[src/rtl/regfile_arb_pkg.sv]
// Shared widths, constants and types for the register-file read arbiter.
// Used by regfile_read_arbiter and its round-robin sub-module.
package regfile_arb_pkg;

    localparam int REG_ADDR_W = 5;
    localparam int REG_DATA_W = 64;

    typedef logic [REG_ADDR_W-1:0] reg_addr_t;
    typedef logic [REG_DATA_W-1:0] reg_data_t;

    // X31 reads as zero when the zero-register option is built in.
    localparam reg_addr_t ZERO_REG = 5'd31;

    // Parked read-mux select while no requester is granted.
    localparam reg_addr_t IDLE_SEL = 5'd31;

endpackage

[src/rtl/regfile_read_arbiter_rr_arbiter.sv]
// Round-robin arbiter: rotating-priority search starting at a pointer that
// advances past each winner. Grants are suppressed while i_enable is low.
module rr_arbiter #(
    parameter int N  = 4,
    parameter int IW = $clog2(N)
) (
    input  logic          clk,
    input  logic          reset,
    input  logic          i_enable,
    input  logic [N-1:0]  i_valid,
    output logic [N-1:0]  o_grant,
    output logic [IW-1:0] o_idx,
    output logic          o_any
);

    logic [IW-1:0] r_ptr;
    logic          w_found;
    logic [IW-1:0] w_idx;
    int            w_pos;

    always_comb begin
        w_found = 1'b0;
        w_idx   = '0;
        w_pos   = 0;
        for (int k = 0; k < N; k++) begin
            w_pos = int'(r_ptr) + k;
            if (w_pos >= N) begin
                w_pos = w_pos - N;
            end
            if (!w_found && i_valid[IW'(w_pos)]) begin
                w_found = 1'b1;
                w_idx   = IW'(w_pos);
            end
        end
    end

    assign o_idx   = w_idx;
    assign o_any   = w_found && i_enable;
    assign o_grant = o_any ? (N'(1) << w_idx) : '0;

    always_ff @(posedge clk) begin
        if (reset) begin
            r_ptr <= '0;
        end else if (o_any) begin
            r_ptr <= (w_idx == IW'(N-1)) ? '0 : w_idx + IW'(1);
        end
    end

endmodule

[src/rtl/regfile_read_arbiter.sv]
// Shares one register-file read port among NUM_REQ requesters with a
// one-cycle registered response. Option macro: REGFILE_ARB_ZERO_REG_EN.
module regfile_read_arbiter
    import regfile_arb_pkg::*;
#(
    parameter int NUM_REQ = 4,
    parameter int ADDR_W  = REG_ADDR_W,
    parameter int DATA_W  = REG_DATA_W
) (
    input  logic                clk,
    input  logic                reset,
    input  logic                stall,
    input  logic [NUM_REQ-1:0]  req_valid,
    input  logic [ADDR_W-1:0]   req_addr [NUM_REQ],
    output logic [NUM_REQ-1:0]  req_ready,
    output logic [ADDR_W-1:0]   rf_readRegister,
    input  logic [DATA_W-1:0]   rf_readData,
    output logic [NUM_REQ-1:0]  resp_valid,
    output logic [DATA_W-1:0]   resp_data,
    output logic [ADDR_W-1:0]   resp_addr
);

    localparam int IW = $clog2(NUM_REQ);

    logic [NUM_REQ-1:0] w_grant;
    logic [IW-1:0]      w_idx;
    logic               w_any;
    logic               w_enable;
    logic [ADDR_W-1:0]  w_sel_addr;
    logic [DATA_W-1:0]  w_rdata;

    logic [NUM_REQ-1:0] r_resp_valid;
    logic [DATA_W-1:0]  r_resp_data;
    logic [ADDR_W-1:0]  r_resp_addr;

    assign w_enable = !stall && !reset;

    rr_arbiter #(
        .N  (NUM_REQ),
        .IW (IW)
    ) u_rr_arbiter (
        .clk      (clk),
        .reset    (reset),
        .i_enable (w_enable),
        .i_valid  (req_valid),
        .o_grant  (w_grant),
        .o_idx    (w_idx),
        .o_any    (w_any)
    );

    assign w_sel_addr      = req_addr[w_idx];
    assign req_ready       = w_grant;
    assign rf_readRegister = w_any ? w_sel_addr : ADDR_W'(IDLE_SEL);

`ifdef REGFILE_ARB_ZERO_REG_EN
    assign w_rdata = (w_sel_addr == ADDR_W'(ZERO_REG)) ? '0 : rf_readData;
`else
    assign w_rdata = rf_readData;
`endif

    // Data/addr only load on a grant so they stay stable across idle and stall.
    always_ff @(posedge clk) begin
        if (reset) begin
            r_resp_valid <= '0;
            r_resp_data  <= '0;
            r_resp_addr  <= '0;
        end else if (w_any) begin
            r_resp_valid <= w_grant;
            r_resp_data  <= w_rdata;
            r_resp_addr  <= w_sel_addr;
        end else begin
            r_resp_valid <= '0;
        end
    end

    assign resp_valid = r_resp_valid;
    assign resp_data  = r_resp_data;
    assign resp_addr  = r_resp_addr;

    a_grant_onehot : assert property (@(posedge clk) $onehot0(req_ready));
    a_resp_onehot  : assert property (@(posedge clk) disable iff (reset) $onehot0(resp_valid));

endmodule

[config.mk]
export PLATFORM = sky130hd
export DESIGN_NAME = regfile_read_arbiter
export DESIGN_NICKNAME = d
export VERILOG_FILES = /design/src/rtl/regfile_arb_pkg.sv /design/src/rtl/regfile_read_arbiter_rr_arbiter.sv /design/src/rtl/regfile_read_arbiter.sv
export SDC_FILE = /design/constraint.sdc
export NUM_CORES = 1
export LEC_CHECK = 0
export ABC_AREA = 1
export CORE_MARGIN = 3
export CORE_UTILIZATION = 44
export CTS_CLUSTER_SIZE = 40
export DETAILED_ROUTE_END_ITERATION = 8
export MAX_ROUTING_LAYER = met4
export PLACE_DENSITY = 0.92
export SLEW_MARGIN = 20
export SYNTH_ARGS = -nofsm -noshare
export SYNTH_HDL_FRONTEND = slang
export SYNTH_SLANG_ARGS = --single-unit
export TNS_END_PERCENT = 30
[constraint.sdc]
create_clock -name clk -period 2.85 [get_ports clk]
set_input_delay 0.4275 -clock clk [delete_from_list [all_inputs] [get_ports clk]]
set_output_delay 0.4275 -clock clk [all_outputs]
set_load 0.1 [all_outputs]
# [Word level (Yosys, flattened, before mapping)]
# Index checks and enable logic that the tools add are counted.
[word_totals] mem_bits_rw=0 in_bits=91 n_memories=0 elab_cells=66 reg_bits=75 latch_bits=0 romBits=0 output_inout_bits=82
[op_classes] order_cmp=9 mul=0 n_shift=1 addsub=8 muxes=30 bitwise=2 reduce_logical=11 n_eq_ne=1 div=0
[op_table] cell="2-bit 2-to-1 mux" n=9
[op_table] cell="2-bit by 4-bit < comparator with 1-bit output (second input constant)" n=4
[op_table] cell="5-bit 2-to-1 mux" n=3
[op_table] cell="3-bit greater-or-equal comparator (second input constant)" n=4
[op_table] cell="1-bit 2-to-1 mux" n=12
[op_table] cell="5-bit binary-select mux with 2-bit select" n=1
[op_table] cell="1-bit binary-select mux with 2-bit select" n=4
[op_table] cell="2-bit by 1-bit subtractor with 2-bit output (second input constant)" n=4
[op_table] cell="2-bit by 2-bit adder with 3-bit output (second input constant)" n=2
[op_table] cell="1-bit logical AND" n=5
[op_table] cell="1-bit zero test" n=5
[op_table] cell="4-bit 2-to-1 mux" n=1
[op_table] cell="1-bit by 2-bit left shift with 4-bit output (first input constant)" n=1
[op_table] cell="2-bit by 1-bit adder with 3-bit output (second input constant)" n=1
[op_table] cell="2-bit by 3-bit greater-or-equal comparator with 1-bit output (second input constant)" n=1
[op_table] cell="2-bit inverter with 3-bit output" n=1
[op_table] cell="2-bit by 1-bit adder with 2-bit output (second input constant)" n=1
[op_table] cell="2-bit equality test (second input constant)" n=1
[op_table] cell="2-bit OR reduction" n=1
[op_table] cell="1-bit inverter" n=1

# [Longest topological paths before layout]
# Gate-level depths: netlist (run 1).
[logic_depth] ltp_word=20 mapped_depth=16 depth_no_buf=15

# [Cells and area by module]
# A second synthesis (run 1) with hierarchy kept.
[hier_totals] cells_unflattened=439 area_unflattened_um2=3200.6
[by_module_without_submodules] mod="regfile_read_arbiter" instances=1 area_per_inst_um2=2737.6 cells_each=352 seq_area_each_um2=1461.4
[by_module_without_submodules] mod="rr_arbiter" instances=1 area_per_inst_um2=462.9 cells_each=87 seq_area_each_um2=40.0

# [Least setup slack after synthesis (run 1)]
# No wires, ideal clock.
[synth_path] path_type="flip-flop to output port" from="reg u_rr_arbiter.r_ptr[0]" to="out req_ready[1]" required_time_ns=2.423 t_arrival_ns=2.689 n_path_buf=2 stages_incl_launch_ff=14 path_slack_ns=-0.267 cell_sequence="dfxtp_1 > buf_6 > nand2_1 > nand2_1 > nand2_1 > nand2_2 > nor2_4 > nand3_4 > nand3_2 > buf_6 > inv_1 > ha_1 > inv_1 > nor2_1"
[synth_between] elab_chain_cells=17 elab_cells_between_ends=44 classes_between="add/sub: 7; order compare: 4; shift: 1; mux: 25; reduce/logical: 7"
[synth_lines] element="start, declared" line_no="regfile_read_arbiter_rr_arbiter.sv:16" source="logic [IW-1:0] r_ptr;"
[synth_lines] element="start signal, assigned" line_no="regfile_read_arbiter_rr_arbiter.sv:45" source="r_ptr <= (w_idx == IW'(N-1)) ? '0 : w_idx + IW'(1);"
[synth_lines] element="parallel branches: the longest is 16 deep, another holds 2-bit by 1-bit adder with 3-bit output"
[synth_lines] element="4-bit 2-to-1 mux *" line_no="regfile_read_arbiter_rr_arbiter.sv:39" source="assign o_grant = o_any ? (N'(1) << w_idx) : '0;"
[synth_lines] element="end, declared" line_no="regfile_read_arbiter.sv:15" source="output logic [NUM_REQ-1:0] req_ready,"
# Mark *: on every way between the ends. The select of a mux whose other input is x is not followed.

# [Final worst setup path (run 1)]
[layout_path] from="in req_valid[3]" to="out req_ready[0]"
[layout_between] elab_chain_cells=15 elab_cells_between_ends=29 classes_between="shift: 1; mux: 21; reduce/logical: 7"
[layout_lines] element="start, declared" line_no="regfile_read_arbiter.sv:13" source="input logic [NUM_REQ-1:0] req_valid,"
[layout_lines] element="1-bit binary-select mux with 2-bit select" line_no="regfile_read_arbiter_rr_arbiter.sv:30" source="if (!w_found && i_valid[IW'(w_pos)]) begin"
[layout_lines] element="1-bit 2-to-1 mux (implied by the code) (2 in series)" line_no="regfile_read_arbiter_rr_arbiter.sv:30"
[layout_lines] element="1-bit 2-to-1 mux" line_no="regfile_read_arbiter_rr_arbiter.sv:30"
[layout_lines] element="1-bit zero test" line_no="regfile_read_arbiter_rr_arbiter.sv:30"
[layout_lines] element="1-bit logical AND" line_no="regfile_read_arbiter_rr_arbiter.sv:30"
[layout_lines] element="1-bit 2-to-1 mux" line_no="regfile_read_arbiter_rr_arbiter.sv:30"
[layout_lines] element="1-bit zero test" line_no="regfile_read_arbiter_rr_arbiter.sv:30"
[layout_lines] element="1-bit logical AND" line_no="regfile_read_arbiter_rr_arbiter.sv:30"
[layout_lines] element="1-bit 2-to-1 mux" line_no="regfile_read_arbiter_rr_arbiter.sv:30"
[layout_lines] element="1-bit zero test" line_no="regfile_read_arbiter_rr_arbiter.sv:30"
[layout_lines] element="1-bit logical AND" line_no="regfile_read_arbiter_rr_arbiter.sv:30"
[layout_lines] element="2-bit 2-to-1 mux or 1-bit 2-to-1 mux (tied branches)" line_no="regfile_read_arbiter_rr_arbiter.sv:30"
[layout_lines] element="1-bit by 2-bit left shift with 4-bit output or 1-bit logical AND (tied branches)" line_no="regfile_read_arbiter_rr_arbiter.sv:39, regfile_read_arbiter_rr_arbiter.sv:38"
[layout_lines] element="4-bit 2-to-1 mux *" line_no="regfile_read_arbiter_rr_arbiter.sv:39"
# Every way passes the cells marked *; elsewhere a longest branch is shown, timed or not. The select of a mux whose other input is x is not followed.

==> qor.yml, run 1 <==
status: "finished, final reports clean"
ir_drop_uv: 428.4
grt.total_usage_pct: 22.28
hold_end: "resp_data[7]"
synthDistinctLibCells: 23
worst-r2r-setup-slack_ns: 0.59
grt_max_degree: 66
clock_path_buffers: 2
r2r_start: "u_rr_arbiter.r_ptr[0]"
cts_sinks: 75
diodes: 0
period_share_pct: 96.24
ant_nets: 0
p_leak_nw: 2.419
io_pins: 173
sequentialPowerShare_pct: 31.2
cts_max_level: 3
synth.yosys.warnings: 0
hold_ws_ns: 0.4670
fmax_mhz: 364.6
fill_cells: 603
combPwrFrac_pct: 48.5
max_stage_delay_ns: 0.42
hold_depth: 2
crit_type: "in -> out"
synth_fp_nets: 550
worst_clock_skew_ns: 0.01703
fin_crit_ns: 2.743
p_clk_share_pct: 20.3
power_density_nw_per_um2: 733.5
yosysTopAreaCellShare_pct: 43.21
synthCells: 455
drc: 0
cp_cell_sequence: "clkdlybuf4s50_1 > inv_1 > nand2_1 > nand2_1 > nand2_1 > o21ai_1 > nand3_4 > nand3_2 > buf_4 > ha_1 > inv_1 > nor2_2 > buf_12"
crit_family: "buffers and inverters"
clk_latency_ns: 0.35
crit_fanout: 5
synth-edff-count: 0
multi_input_area_um2: 1654
finalPower_w: 0.003888
postSynthAreaPerCell_um2: 7.636
grt_setup_unrepaired: "yes"
cp-start-kind: "primary input"
finalSetupViolations: 0
yosys-top-cells-count: "nand2_1, dfxtp_1, nand2_2, nor2_1, a21oi_2"
crit_path_end_kind: "primary output"
dr.pass1.iters: 4
path_clk_slew_ns: 0.09
dp_hpwl_um: 7468
crit_required_ns: 2.42
p_sw_share_pct: 48.37
seqCellArea_um2: 1503
internal_power_w: 0.002007
r2r_cells: 10
cp_common_cell: "nand2_1"
path_buf_inv: 5
worstMarginPinSlew_ns: 0.8269
die_area_um2: 8999
grt-ovfl-total: 0
r2r-end: "resp_data[2]"
die_height_um: 94.87
wire_per_inst_um: 14.05
cts_tree: "done"
hold_start: "resp_data[7]"
ys_top_cells_by_area: "dfxtp_1, nand2_1, a21oi_2"
layout-drive-gt1-share_pct: 31.90
synth_flop_cell: "dfxtp_1"
power.switching_w: 0.001881
gp_congestion: 1.007
wl_um: 10200
hp-class: "reg -> reg"
synth_area_leader_cell: "dfxtp_1"
cts_root_buf: "clkbuf_8"
rows: 31
grt_pass1_wl_um: 15410
synth_most_common_cell: "nand2_1"
ys_seq_area_share_pct: 43.21
hold_viol: 0
io_buffers: 172
die_x_um: 94.87
max-slew-margin-rel_pct: 44.88
post_cts.repair.setup_buffers: 0
cts_buffers: 9
arrival_ns: 2.32
initial_core_util_pct: 46.66
antenna_found_initial: 0
synthesis.area_um2: 3475
ys_seq_elements: 75
finalMaxSlewViolations: 0
vias: 3509
fin_nets: 717
async_reset_ff_share_pct: 0
avgViaCountPerCell: 4.833
core_area_um2: 7447
drt_iter0_drc: 91
grt_pass1_vias: 3326
max_cap_violations: 0
ctsHoldBuffers: 0
area_growth_pct: 52.57
crit_slowest_cell: "clkdlybuf4s50_1"
## cell type report
cell class / instances / area share, %
clock buffers: 9 / 2.337
inverters: 34 / 2.407
clock inverters: 7 / 1.322
repair buffers: 182 / 32.05
well taps: 99 / 2.337
multi-input cells: 320 / 31.20
flip-flops and latches: 75 / 28.35
## worst max-delay path by stage
stage,to,depth (start not counted),start,slack [ns]
2_1_floorplan,req_ready[3],13,u_rr_arbiter.r_ptr[0],-0.27
3_3_place_gp,req_ready[3],14,req_valid[2],0.17
3_5_place_dp,req_ready[0],13,req_valid[0],0.09
4_1_cts,req_ready[0],13,u_rr_arbiter.r_ptr[1],0.04
5_1_grt,req_ready[0],15,req_valid[3],-0.05
6_report,req_ready[0],13,req_valid[3],0.11
## layer usage
metal	global-route usage, %	up-vias	wire length (µm)
li1	-	1753	-
met1	24.18	1596	4008
met2	39.58	145	5319
met3	5.817	15	692
met4	7.091	0	176
met5	-	-	0
## tightest hold or removal path: stages (launching register included)
cell and delay (ns):
dfxtp_1 0.32, nand2_1 0.06, a21oi_1 0.05
## metrics by stage
step           TNS, ns  std cells  util, %  setup slack [ns]  area [µm²]
6_report             0        726    71.19            0.1070        5301
3_5_place_dp         0        710    68.40           0.09146        5094
4_1_cts              0        726    71.00           0.04163        5288
3_3_place_gp         0        710    68.40            0.1713        5094
5_1_grt        -0.1304        726    71.19          -0.04522        5301
2_1_floorplan  -0.7281        455        -           -0.2664        3477
## state kept, by name, summed over array words and instances (netlist names)
register and cells:
resp_data 64, u_rr_arbiter.r_ptr 2, resp_addr 5, resp_valid 4
## kinds of logic (layout without fill, tap and decap cells)
kind of cell	Yosys count	count (layout)	share of synthesized area [%]
buffers and inverters	60	232	9.615
and+or+nand+nor	246	246	32.41
adders and majority gates	4	4	1.440
DFF	75	75	43.21
AOI/OAI and AO/OA	70	70	13.32
## power by group through the flow
stage	logic [W]	registers [W]	clock network, W
after detailed placement	0.00188	0.00123	0
after global placement	0.00185	0.00123	0
after floorplan	0.000704	0.00193	0
final	0.00189	0.00121	0.000790
after CTS	0.00188	0.00121	0.000812
after global routing	0.00199	0.00122	0.000862
## placed cells by master, fill, tap and decap left out, drive strengths merged
cell type      Yosys  final
dfxtp             75     75
buf               17     93
ha                 4      4
nand4              1      1
a21oi             51     51
clkbuf             9      9
o21ai             19     19
clkinvlp           0      1
clkdlybuf4s50      0     89
clkinv             0      2
nand2            176    176
inv               34     38
nand3             30     30
nor2              39     39
## what timing repair did
| item | CTS | global route |
|---|---|---|
| hold endpoints to repair | 0 | 0 |
| setup endpoints to repair | 0 | 9 |
| gates resized for setup | 0 | 5 |
Power figures use the tool's default switching activity.
==> run 2, diff against run 1 <==
Settings changed: CORE_UTILIZATION 44 to 42, PLACE_DENSITY 0.92 to 0.91, SYNTH_HIERARCHICAL set to 1.
Clock period 2.85 ns to 3.2 ns, I/O delays scaled along.
==> run 2 against run 1 <==
Compared with the run above:
- non-clock buffer count down 7
- largest power group unchanged
- wire length fell by 5.2%
- register-to-register slack better by 0.25 ns
- sequential power decreased by 13%
- highest routed layer unchanged
- core utilization down 0.83 points
- final cell count is 2.9% lower
- critical path depth rose by 3
- critical endpoint is now rf_readRegister[4]
- synthesized cell count decreased by 3.5%
- die area is 3.3% lower
- first-iteration DRC count increased by 21%
==> qor.yml, run 2 <==
r2r_cells: 12
cp-start-kind: "primary input"
finalSetupViolations: 0
grt-ovfl-total: 0
initial_core_util_pct: 43.66
cts_sinks: 75
final_common_cell: "clkdlybuf4s50_1"
fin_nets: 696
r2r_start: "u_rr_arbiter/r_ptr[0]"
cp_cell_sequence: "clkdlybuf4s50_1 > inv_1 > nand2_1 > nand3_1 > nand2_2 > nor2_4 > nand3_1 > nand2_1 > nand2_2 > inv_2 > buf_4 > nand2_1 > nand3_1 > nand2_1 > nand2_1 > buf_12"
synth.yosys.warnings: 6
io_buffers: 172
r2r-end: "resp_data[7]"
wl_um: 9667
synthCells: 439
vias: 3441
synth_fp_nets: 534
crit_start: "req_valid[0]"
wire_per_inst_um: 13.71
avgViaCountPerCell: 4.881
clk_latency_ns: 0.33
ant_nets: 0
die_x_um: 93.30
mostFrequentLayoutCells: "clkdlybuf4s50_1, nor2_1, dfxtp_1, o21ai_0, nand2_1"
multi_input_area_um2: 1420
hp-class: "reg -> reg"
max_cap_violations: 0
grt_pass1_wl_um: 15320
crit_slowest_cell: "clkdlybuf4s50_1"
synth_flop_cell: "dfxtp_1"
ys_seq_elements: 75
yosysTopAreaCellShare_pct: 46.91
arrival_ns: 2.53
tns_ns: 0
antenna_found_initial: 0
synth_area_leader_cell: "dfxtp_1"
grt.total_usage_pct: 22.31
stdcell_count: 705
async_reset_ff_share_pct: 0
crit_required_ns: 2.72
yosys-top-cells-count: "nor2_1, dfxtp_1, o21ai_0, nand2_1, inv_1"
period_share_pct: 94.17
hold_ws_ns: 0.5005
io_pins: 173
crit_fanout: 8
power_density_nw_per_um2: 614.8
dr.pass1.iters: 4
rows: 31
p_leak_nw: 2.228
worstMarginPinSlew_ns: 1.017
drc: 0
path_buf_inv: 5
setup_ws_ns: 0.1866
die_height_um: 93.30
cts_tree: "done"
synthDistinctLibCells: 21
worst_clock_skew_ns: 0.006844
cts_buffers: 9
area_growth_pct: 61.14
grt_max_degree: 71
dp_hpwl_um: 7115
finalPower_w: 0.003171
die_area_um2: 8704
pre_cts_ws_ns: 0.07237
layout-drive-gt1-share_pct: 11.55
path_clk_slew_ns: 0.07
cp_common_cell: "nand2_1"
worst-r2r-setup-slack_ns: 0.84
max_stage_delay_ns: 0.43
diodes: 0
fin_crit_ns: 3.013
hold_viol: 0
crit_end: "rf_readRegister[4]"
finalMaxSlewViolations: 0
cts_root_buf: "clkbuf_8"
dp_cells: 689
postSynthAreaPerCell_um2: 7.291
drt_iter0_drc: 110
ys_seq_area_share_pct: 46.91
core_area_um2: 7331
synth_most_common_cell: "nor2_1"
crit_family: "simple AND/OR/NAND/NOR gates"
synth-edff-count: 0
ys_top_cells_by_area: "dfxtp_1, nor2_1, o21ai_0"
crit_type: "in -> out"
gp_congestion: 0.9437
synthesis.area_um2: 3201
cts_max_level: 3
status: "finished, final reports clean"
crit_path_end_kind: "primary output"
seqCellArea_um2: 1503
grt_pass1_vias: 3379
fill_cells: 554
clock_path_buffers: 2
fmax_mhz: 331.9
max-slew-margin-rel_pct: 31.97
ir_drop_uv: 430.5
cp_num_cells: 16
largest_reg_flops: 64
==> run 2: changes by cell type after synthesis, sizes merged <==
cell,change
o21ai,+52
nand4,+1
clkbuf,-9
nand3,-13
a21oi,-45
nor2,+105
nand2,-104
nand3b,+1
inv,-11
buf,+7
==> run 2: cell families (layout without fill, tap and decap cells) <==
logic type,count (synthesis),in the layout,synth area share (%)
compound gates,77,77,12.63
buf+inv,47,214,9.031
flops,75,75,46.91
simple gates,236,236,29.87
fa+ha+maj,4,4,1.564
==> run 2: area by class of cell <==
class	count	area share, %
inverter	23	1.820
multi-input combinational	317	27.54
timing repair buffer	175	35.18
sequential	75	29.14
clock inverter	6	1.262
tap	99	2.402
clock buffer	10	2.669
==> run 2: worst min-delay path by stage <==
stage	slack, ns	start	endpoint	cells after the start
6_report	0.50	resp_data[34]	resp_data[34]	2
5_1_grt	0.52	resp_data[43]	resp_data[43]	2
4_1_cts	0.50	resp_data[34]	resp_data[34]	2
3_5_place_dp	0.48	resp_data[55]	resp_data[55]	2
3_3_place_gp	0.47	resp_data[55]	resp_data[55]	2
2_1_floorplan	0.52	u_rr_arbiter/r_ptr[1]	u_rr_arbiter/r_ptr[1]	2
==> run 2: repair_timing <==
item,CTS,global route
setup buffers,0,0
resized for setup,0,7
hold buffers,0,0
setup endpoints to repair,0,8
==> run 2: worst min-delay path: cells and delay by family, from the launching register on <==
family             cells  cell delay [ns]
AOI/OAI and AO/OA      1             0.07
DFF                    1             0.32
and+or+nand+nor        1             0.07
==> run 2: layer usage <==
metal  vias to the layer above  share of wire, %  wire length, µm  global-route usage, %
met4                         0               2.4              233                  8.913
met3                        24               7.0              677                  5.551
met2                       146                50             4849                  39.01
met1                      1564                40             3907                  24.22
met5                         -                 0                0                      -
li1                       1707                 -                -                      -
==> run 2: per-stage QoR <==
step,cell area [µm²],utilization [%]
floorplan,3203,-
global placement,4943,67.43
detailed placement,4943,67.43
CTS,5146,70.20
global route,5157,70.35
finish,5157,70.35
==> run 2: power breakdown <==
part	internal [W]	switching [W]	leakage [nW]
sequential	0.00101	0.0000405	0.618
clock	0.000381	0.000343	0.102
combinational	0.000393	0.00100	1.51
total	0.00179	0.00139	2.23
